**config.mk**
```make
export PLATFORM = sky130hd
export DESIGN_NAME = intra_4x4_coef_scan
export DESIGN_NICKNAME = d
export VERILOG_FILES = /design/src/rtl/h264_tq_pkg.sv /design/src/rtl/coef_level_fifo.sv /design/src/rtl/intra_4x4_coef_scan.sv
export SDC_FILE = /design/constraint.sdc
export NUM_CORES = 2
export LEC_CHECK = 0
export CAP_MARGIN = 20
export CORE_AREA = 4 4 262 264
export CTS_CLUSTER_SIZE = 30
export DETAILED_ROUTE_END_ITERATION = 8
export DIE_AREA = 0 0 266 268
export HOLD_SLACK_MARGIN = 0.05
export PLACE_DENSITY = 0.74
export RECOVER_POWER = 100
export SYNTH_ARGS = -nofsm -noshare
export SYNTH_HDL_FRONTEND = slang
export SYNTH_SLANG_ARGS = --single-unit
```
**constraint.sdc**
```tcl
create_clock -name clk -period 36.4 [get_ports clk]
set_input_delay 7.28 -clock clk [delete_from_list [all_inputs] [get_ports clk]]
set_output_delay 7.28 -clock clk [all_outputs]
set_load 0.05 [all_outputs]
```
**src/rtl/h264_tq_pkg.sv**
```systemverilog
// Definitions shared by the intra 4x4 transform/quant, coefficient scan and CAVLC stages.
package h264_tq_pkg;

    localparam int TQ_COEF_W = 15;

    typedef logic signed [TQ_COEF_W-1:0] coef_t;

    // Raster index (row*4+col) visited at each zig-zag scan position
    localparam logic [3:0] ZIGZAG_4x4 [16] = '{
        4'd0, 4'd1, 4'd4, 4'd8, 4'd5, 4'd2, 4'd3, 4'd6,
        4'd9, 4'd12, 4'd13, 4'd10, 4'd7, 4'd11, 4'd14, 4'd15
    };

    typedef enum logic [2:0] {
        ST_IDLE  = 3'd0,
        ST_SCAN  = 3'd1,
        ST_STATS = 3'd2,
        ST_EMIT  = 3'd3,
        ST_DONE  = 3'd4
    } scan_state_e;

endpackage

```
**src/rtl/coef_level_fifo.sv**
```systemverilog
// 16-entry level/run store: written by scan position, read back newest-first.
module coef_level_fifo #(
    parameter int COEF_W = 15
) (
    input  logic                     clk,
    input  logic                     rst,
    input  logic                     clear,
    input  logic                     wr_en,
    input  logic [3:0]               wr_idx,
    input  logic signed [COEF_W-1:0] wr_level,
    input  logic [3:0]               wr_run,
    input  logic                     rd_load,
    input  logic [3:0]               rd_start,
    input  logic                     rd_pop,
    output logic signed [COEF_W-1:0] rd_level,
    output logic [3:0]               rd_run,
    output logic [3:0]               rd_idx,
    output logic [15:0]              ones_mask
);

    logic signed [COEF_W-1:0] level_mem [16];
    logic [3:0]               run_mem   [16];
    logic [3:0]               rd_ptr;
    logic                     wr_unit;

    // Flag +/-1 at write time so trailing-ones needs no magnitude logic later
    assign wr_unit = (wr_level == {{(COEF_W-1){1'b0}}, 1'b1}) ||
                     (wr_level == {COEF_W{1'b1}});

    always_ff @(posedge clk or posedge rst) begin
        if (rst) begin
            for (int i = 0; i < 16; i++) begin
                level_mem[i] <= '0;
                run_mem[i]   <= '0;
            end
            ones_mask <= '0;
            rd_ptr    <= '0;
        end else if (clear) begin
            for (int i = 0; i < 16; i++) begin
                level_mem[i] <= '0;
                run_mem[i]   <= '0;
            end
            ones_mask <= '0;
            rd_ptr    <= '0;
        end else begin
            if (wr_en) begin
                level_mem[wr_idx] <= wr_level;
                run_mem[wr_idx]   <= wr_run;
                ones_mask[wr_idx] <= wr_unit;
            end
            if (rd_load)
                rd_ptr <= rd_start;
            else if (rd_pop)
                rd_ptr <= rd_ptr - 4'd1;
        end
    end

    assign rd_level = level_mem[rd_ptr];
    assign rd_run   = run_mem[rd_ptr];
    assign rd_idx   = rd_ptr;

endmodule

```
**src/rtl/intra_4x4_coef_scan.sv**
```systemverilog
// Zig-zag scans a quantised 4x4 block, derives CAVLC statistics and streams levels in reverse scan order.
module intra_4x4_coef_scan
    import h264_tq_pkg::*;
#(
    parameter int COEF_W    = 15,
    parameter int START_IDX = 0
) (
    input  logic                     clk,
    input  logic                     rst,
    input  logic                     h264_reset,
    input  logic                     coef_valid,
    output logic                     coef_ready,
    input  logic signed [COEF_W-1:0] coef_i [0:3][0:3],
    output logic                     blk_info_valid,
    output logic [4:0]               blk_total_coeff,
    output logic [1:0]               blk_trailing_ones,
    output logic [3:0]               blk_total_zeros,
    output logic                     lvl_valid,
    input  logic                     lvl_ready,
    output logic signed [COEF_W-1:0] lvl_level,
    output logic [3:0]               lvl_run,
    output logic                     lvl_last,
    output logic                     blk_done
);

    scan_state_e              state;
    logic signed [COEF_W-1:0] coef_q [16];
    logic [3:0]               k;
    logic [4:0]               n, zrun, zeros_seen;
    logic [3:0]               tz;
    logic [4:0]               total_coeff_q;
    logic [1:0]               trailing_ones_q;
    logic [3:0]               total_zeros_q;
    logic signed [COEF_W-1:0] cur, rd_level;
    logic [3:0]               rd_run, rd_idx;
    logic [15:0]              ones_mask;
    logic                     wr_en;

    // Consecutive +/-1 levels counted from the highest-frequency non-zero downward
    function automatic logic [1:0] calc_trailing_ones(input logic [15:0] ones, input logic [4:0] cnt);
        logic [1:0] t;
        logic       run_on;
        t      = 2'd0;
        run_on = 1'b1;
        for (int i = 15; i >= 0; i--) begin
            if (5'(i) < cnt && run_on) begin
                if (ones[i]) begin
                    if (t != 2'd3) t = t + 2'd1;
                end else begin
                    run_on = 1'b0;
                end
            end
        end
        return t;
    endfunction

    assign cur   = coef_q[ZIGZAG_4x4[k]];
    assign wr_en = (state == ST_SCAN) && (cur != '0);

    coef_level_fifo #(.COEF_W(COEF_W)) u_level_fifo (
        .clk       (clk),
        .rst       (rst),
        .clear     (h264_reset),
        .wr_en     (wr_en),
        .wr_idx    (n[3:0]),
        .wr_level  (cur),
        .wr_run    (zrun[3:0]),
        .rd_load   (state == ST_STATS),
        .rd_start  (n[3:0] - 4'd1),
        .rd_pop    ((state == ST_EMIT) && lvl_ready),
        .rd_level  (rd_level),
        .rd_run    (rd_run),
        .rd_idx    (rd_idx),
        .ones_mask (ones_mask)
    );

    always_ff @(posedge clk or posedge rst) begin
        if (rst) begin
            state           <= ST_IDLE;
            k               <= '0;
            n               <= '0;
            zrun            <= '0;
            zeros_seen      <= '0;
            tz              <= '0;
            total_coeff_q   <= '0;
            trailing_ones_q <= '0;
            total_zeros_q   <= '0;
            for (int i = 0; i < 16; i++) coef_q[i] <= '0;
        end else if (h264_reset) begin
            state           <= ST_IDLE;
            k               <= '0;
            n               <= '0;
            zrun            <= '0;
            zeros_seen      <= '0;
            tz              <= '0;
            total_coeff_q   <= '0;
            trailing_ones_q <= '0;
            total_zeros_q   <= '0;
            for (int i = 0; i < 16; i++) coef_q[i] <= '0;
        end else begin
            case (state)
                ST_IDLE: begin
                    if (coef_valid) begin
                        for (int r = 0; r < 4; r++)
                            for (int c = 0; c < 4; c++)
                                coef_q[4*r+c] <= coef_i[r][c];
                        k          <= 4'(START_IDX);
                        n          <= '0;
                        zrun       <= '0;
                        zeros_seen <= '0;
                        tz         <= '0;
                        state      <= ST_SCAN;
                    end
                end
                ST_SCAN: begin
                    if (cur != '0) begin
                        n    <= n + 5'd1;
                        zrun <= '0;
                        tz   <= zeros_seen[3:0];
                    end else begin
                        zrun       <= zrun + 5'd1;
                        zeros_seen <= zeros_seen + 5'd1;
                    end
                    k <= k + 4'd1;
                    if (k == 4'd15) state <= ST_STATS;
                end
                ST_STATS: begin
                    total_coeff_q   <= n;
                    total_zeros_q   <= tz;
                    trailing_ones_q <= calc_trailing_ones(ones_mask, n);
                    state           <= (n != 5'd0) ? ST_EMIT : ST_DONE;
                end
                ST_EMIT: begin
                    if (lvl_ready && rd_idx == 4'd0) state <= ST_DONE;
                end
                ST_DONE:  state <= ST_IDLE;
                default:  state <= ST_IDLE;
            endcase
        end
    end

    assign coef_ready        = (state == ST_IDLE);
    assign blk_info_valid    = (state == ST_EMIT) || (state == ST_DONE);
    assign blk_total_coeff   = blk_info_valid ? total_coeff_q   : '0;
    assign blk_trailing_ones = blk_info_valid ? trailing_ones_q : '0;
    assign blk_total_zeros   = blk_info_valid ? total_zeros_q   : '0;
    assign lvl_valid         = (state == ST_EMIT);
    assign lvl_level         = lvl_valid ? rd_level : '0;
    assign lvl_run           = lvl_valid ? rd_run   : '0;
    assign lvl_last          = lvl_valid && (rd_idx == 4'd0);
    assign blk_done          = (state == ST_DONE);

endmodule

```
Yosys cells after proc, flatten, opt, wreduce, memory -nomap -nowiden --
Memory sizes are Yosys's and may differ from the RTL's. Cells that the tools add are included.
Operators by class: bitwise logic cells 4, add/subtract/negate cells 21, reduce and logical (&&, ||, !) cells 38, equal/unequal tests 27, $lt $le $gt $ge 23, muxes and demuxes 202
Operators by type and width (count):
- $mux 240 | 5
- $bwmux 240 | 1
- $mux 2 | 78
- $mux 64 | 2
- $bmux 15 s4 | 2
- $mux 15 | 6
- $bwmux 64 | 1
- $mux 4 | 16
- $mux 1 | 63
- $demux 15 s4 | 1
- $mux 5 | 10
- $lt 4x5->1 const A | 8
- $mux 16 | 2
- $add 2x1->2 const B | 15
- $ne 2x2->1 const B | 15
- $pmux 5 s2 | 3
- $logic_and 1x1->1 | 21
- $ge 5x5->1 const B | 4
- $lt 3x5->1 const A | 4
- $not 4->5 | 4
- $bmux 4 s4 | 1
- $bwmux 16 | 1
- $demux 4 s4 | 1
- $pmux 4 s2 | 2
- other kinds (28) | 49
Word-level totals: register bits 601, output and inout port bits 35, memories 1, bits in read-only memories 64
Memories:
- (no name shown) | depth 16, bits a word 4, read ports 1, clocked after Yosys merged registers in 0, wr ports 0, RTL line intra_4x4_coef_scan.sv:57 | assign cur = coef_q[ZIGZAG_4x4[k]];

Longest topological paths before layout --
word-level depth 94, mapped depth 19

Hierarchy --
A second synthesis with hierarchy kept.
Unflattened totals: cells, all modules 3539, area total of the unflattened synthesis 31370.1 µm²
Modules (own cells, without submodules):
- coef_level_fifo | area each 16502.1 µm², instances 1, cells an instance 1722
- intra_4x4_coef_scan | area each 14868.0 µm², instances 1, cells an instance 1817

Worst setup path after synthesis --
OpenSTA, ideal clock, no wires.
path kind reg-to-output, from reg state[0], to out blk_total_coeff[0], data arrival time 2.902 ns, required time 29.120 ns, path slack 26.218 ns, stages on the path, launching flop included 6, cell sequence dfrtp_1 > clkbuf_1 > nor3b_1 > nor2_1 > clkbuf_1 > nor2b_1
Between the ends: longest elaborated chain between the ends 3
RTL lines:
- start: declaration | RTL line intra_4x4_coef_scan.sv:26 | scan_state_e state;
- start signal: assignment | RTL line intra_4x4_coef_scan.sv:131 | state <= (n != 5'd0) ? ST_EMIT : ST_DONE;
- $eq 3x3->1
- net blk_done | RTL line intra_4x4_coef_scan.sv:23 | output logic blk_done
- $logic_or 1x1->1 | RTL line intra_4x4_coef_scan.sv:143 | assign blk_info_valid = (state == ST_EMIT) || (state == ST_DONE);
- $mux 5 | RTL line intra_4x4_coef_scan.sv:144 | assign blk_total_coeff = blk_info_valid ? total_coeff_q : '0;
- end: declaration | RTL line intra_4x4_coef_scan.sv:15 | output logic [4:0] blk_total_coeff,
The timed path passes the listed nets, and every way through them passes these cells.

Final worst setup path --
from in h264_reset, to reg coef_q[187] in the netlist's numbering
Between the ends: longest elaborated chain between the ends 2
RTL lines:
- start: declaration | RTL line intra_4x4_coef_scan.sv:10 | input logic h264_reset,
- $reduce_bool 2->1 (no source line)
- $reduce_and 2->1 (no source line)
- end signal: indexed assignment | RTL line intra_4x4_coef_scan.sv:106 | coef_q[4*r+c] <= coef_i[r][c];
- end: declaration | RTL line intra_4x4_coef_scan.sv:27 | logic signed [COEF_W-1:0] coef_q [16];
Parallel ways exist; a longest one is shown, timed or not. A chain may end at the register's enable or synchronous reset.

==> results.txt <==
----------------------------------------------------
[Clock network]
  CTS Sinks ... 599
  Clock Tree Buf Depth ... 3
  Number of H-tree branching levels ... 2
  CTS Hold Buffers Added ... 0
  TritonCTS clock tree ... yes
  Num CTS Buffers ... 61
  Number of gates given a new drive strength after cts ... 0
  Buffer type at the clock tree root ... sky130_fd_sc_hd__clkbuf_16
  Post-CTS setup buffer count ... 0
  Insertion delay of the later-clocked pin in the worst-skew pair ... 650 ps
  Clk pin slew, worst setup/hold paths ... 60 ps

[Synth]
  Seq/Total Area, Yosys ... 50.5%
  Count of flip-flops with a built-in enable after synthesis ... 0
  Post-Synthesis Net Count ... 3177
  Synthesized area divided by synthesized cell count ... 10.2 um^2
  Commonest register cell after synthesis ... sky130_fd_sc_hd__dfrtp_1
  Largest cells by area after synthesis ... sky130_fd_sc_hd__dfrtp_1, sky130_fd_sc_hd__nand2_1, sky130_fd_sc_hd__mux4_2
  Post-Synthesis Cell Area ... 0.0297 mm^2
  Most common cell in the synthesized netlist ... sky130_fd_sc_hd__nand2_1
  Share of synthesized flip-flops with an asynchronous set or reset ... 100%
  Most frequent cells after synthesis ... sky130_fd_sc_hd__nand2_1, sky130_fd_sc_hd__dfrtp_1, sky130_fd_sc_hd__nand3_1
  Count of state elements after synthesis ... 599
  Largest area contributor in the netlist ... sky130_fd_sc_hd__dfrtp_1
  Syn. warnings ... 0
  Netlist cell types ... 72
  Post-synthesis instance total ... 2916
  Synth top area share ... 50.5%

[Placed design]
  # port buffers ... 279
  Hpwl dp ... 56400 um
  Routability congestion estimate ... 0.845
  Placement Setup Slack ... 25060 ps

[Worst setup path]
  Kind of critical path ... in2reg
  Sort of element at the end of the critical path ... register
  Critical path cell sequence ... clkbuf_1, nor2_1, nor2_4, clkbuf_1, nand3_1, nand2_1
  Crit path arrival time ... 21410 ps
  Maximum net fanout on the critical path ... 243
  CP max stage delay ... 7100 ps
  Slowest library cell on the worst path ... sky130_fd_sc_hd__clkbuf_1
  Data required time of the critical path ... 36950 ps
  Startpoint kind of the worst setup timing path ... primary input
  Most frequent cell on the critical path ... sky130_fd_sc_hd__clkbuf_1

[Drt]
  Residual DRC count ... 0
  WL per Instance ... 22.6 um
  ANT nets after route ... 0
  Iter 0 DRT Violations ... 2594
  Via count of the routed design ... 23.9k
  Total detailed-routing wirelength ... 89100 um
  First-pass detailed-route iteration total ... 6
  Detail-routed via count per cell ... 6.05

[Timing]
  Max-slew violation total from the final report ... 1387
  Final hold viol count ... 0
  Finish-stage setup viols ... 0
  Period utilization ... 57.3%
  Worst setup margin ... 15540 ps
  Worst max-slew margin expressed relative to the limit ... -587%
  Pin slew with the least headroom to its limit ... 10300 ps
  Achievable frequency ... 47.9 MHz
  Setup TNS ... 0 ps
  Post-route minimum period ... 20860 ps
  Largest clock skew in the final design ... 35.2 ps
  Setup repair after global routing missed its margin ... no

[Pwr]
  Internal power summed over all cells ... 0.00134 W
  Power per cell area ... 58.5 mW/mm^2
  Reported net switching power ... 0.000705 W
  Switching Fraction ... 34.5%
  Sequential Power Share ... 39.4%
  Peak VDD IR ... 63.4 uV
  Static leakage power ... 15.6 nW
  Clock share of power ... 32.8%
  Share of power burned in combinational logic ... 27.9%
  Overall power ... 0.00204 W

[Die]
  Die Span Y ... 268 um
  I/O pin count ... 280
  Die Outline Area ... 0.0713 mm^2
  Overall die width ... 266 um
  Starting density of the core ... 44.6%
  Cell row count ... 95
  Area of the core region ... 0.0666 mm^2

[Final layout]
  Number of nets in the layout ... 3282
  Fill cell count ... 5857
  Ratio of cells with drive above 1 in the final layout ... 9.49%
  Synthesis-to-layout area growth ... 17.6%

[Worst hold path]
  Class of the most critical hold timing path ... reg2reg

[GRT]
  All-layer global routing usage ... 24.4%
  Wire length of the first global-routing pass ... 137000 um
  Antenna violations before repair ... 7
  Leftover overflow at the end of global routing ... 0
  Number of global-route vias before repair ... 23.4k
  Largest net degree at the start of global routing ... 244

[Status]
  Run status ... complete, but fails checks
  Violated checks ... max-capacitance violations, max-slew violations

[Flow run]
  Count of max-cap constraint violations ... 19

----------------------------------------------------
[worst paths after layout]
path / from / to / slack [ps] / cells past startpoint
max in group asynchronous: rst / u_level_fifo.level_mem[238] / 16490 / 6
min in group asynchronous: rst / coef_q[179] / 8610 / 2
worst max-delay path: h264_reset / coef_q[187] / 15540 / 6
worst max register to register: k[0] / u_level_fifo.level_mem[117] / 25270 / 16
worst min register to register: coef_q[34] / coef_q[34] / 460 / 2
worst min-delay path: coef_q[34] / coef_q[34] / 460 / 2
[layout make-up]
class / instances / area (um^2) / area share [%]
clock inverter: 22 / 322 / 0.921
multi-input combinational: 2009 / 13500 / 38.5
clock buffer: 87 / 1820 / 5.20
inverter: 16 / 62.6 / 0.179
antenna: 5 / 12.5 / 0.0358
tap: 873 / 1090 / 3.13
timing repair buffer: 334 / 3170 / 9.07
sequential: 599 / 15000 / 42.9
[metrics by stage]
stage	area [um^2]	instances	util, %	hold WS [ps]
2_1_floorplan	29700	2916	-	430
5_1_grt	34900	3944	52.4	480
3_5_place_dp	32800	3824	49.3	447
4_1_cts	34900	3933	52.5	461
6_report	34900	3945	52.5	459
3_3_place_gp	32800	3824	49.3	442
[cell families (layout without fill, tap and decap cells)]
logic type | count (synthesis) | after routing | share of synthesized area, %
compound gates | 464 | 464 | 12.5
fa+ha+maj | 16 | 16 | 0.675
buf+inv | 308 | 459 | 4.56
xor+xnor | 2 | 2 | 0.0590
mux | 276 | 276 | 13.4
other cells | 0 | 5 | 0
flops | 599 | 599 | 50.5
simple gates | 1251 | 1251 | 18.4
[registers in the layout, indices dropped and copies added, names as in the netlist]
signal	cells
zeros_seen	4
k	4
total_zeros_q	4
trailing_ones_q	2
total_coeff_q	5
n	5
u_level_fifo.rd_idx	4
state	3
coef_q	240
zrun	4
tz	4
u_level_fifo.ones_mask	16
u_level_fifo.run_mem	64
u_level_fifo.level_mem	240
[cells in the final DEF (no fill, tap or decap), types with 12 or more instances in the layout]
master,netlist,final
sky130_fd_sc_hd__a211oi_1,77,77
sky130_fd_sc_hd__a21oi_1,44,38
sky130_fd_sc_hd__a21oi_2,13,19
sky130_fd_sc_hd__a22o_1,28,28
sky130_fd_sc_hd__a311oi_1,28,28
sky130_fd_sc_hd__a31oi_1,41,34
sky130_fd_sc_hd__a32o_1,126,126
sky130_fd_sc_hd__and2_1,30,29
sky130_fd_sc_hd__and3_1,66,66
sky130_fd_sc_hd__buf_4,25,34
sky130_fd_sc_hd__clkbuf_1,189,26
sky130_fd_sc_hd__clkbuf_16,0,62
sky130_fd_sc_hd__clkbuf_8,0,17
sky130_fd_sc_hd__clkdlybuf4s50_1,0,246
sky130_fd_sc_hd__dfrtp_1,599,598
sky130_fd_sc_hd__dlygate4sd3_1,0,32
sky130_fd_sc_hd__ha_1,16,16
sky130_fd_sc_hd__inv_1,14,12
sky130_fd_sc_hd__mux2i_1,171,171
sky130_fd_sc_hd__mux4_2,95,95
sky130_fd_sc_hd__nand2_1,654,654
sky130_fd_sc_hd__nand3_1,264,265
sky130_fd_sc_hd__nor2_1,175,174
sky130_fd_sc_hd__nor2b_1,14,14
sky130_fd_sc_hd__o21ai_0,36,35
sky130_fd_sc_hd__o2bb2ai_1,16,16
[critical path: cells and delay by family]
family | cells | cell delay, ps
AND/OR/NAND/NOR | 4 | 2990
buffers and inverters | 2 | 10910
[power groups by stage]
stage / combinational [W] / clock (W) / sequential [W]
after floorplan: 0.000399 / 0 / 0.000786
after global placement: 0.000541 / 0 / 0.000812
after detailed placement: 0.000549 / 0 / 0.000814
after CTS: 0.000551 / 0.000677 / 0.000803
after global routing: 0.000615 / 0.000704 / 0.000814
final: 0.000569 / 0.000669 / 0.000804
[layer usage]
metal | routed length, um | GRT usage [%] | vias up | part of all wire [%]
li1 | - | - | 10600 | -
met1 | 35800 | 32.3 | 11900 | 40
met2 | 42500 | 39.3 | 1122 | 48
met3 | 6230 | 4.23 | 232 | 7.0
met4 | 4520 | 11.7 | 2 | 5.1
met5 | 13 | 0 | - | 0.015
Note: power is estimated with default switching activity, not from simulation.
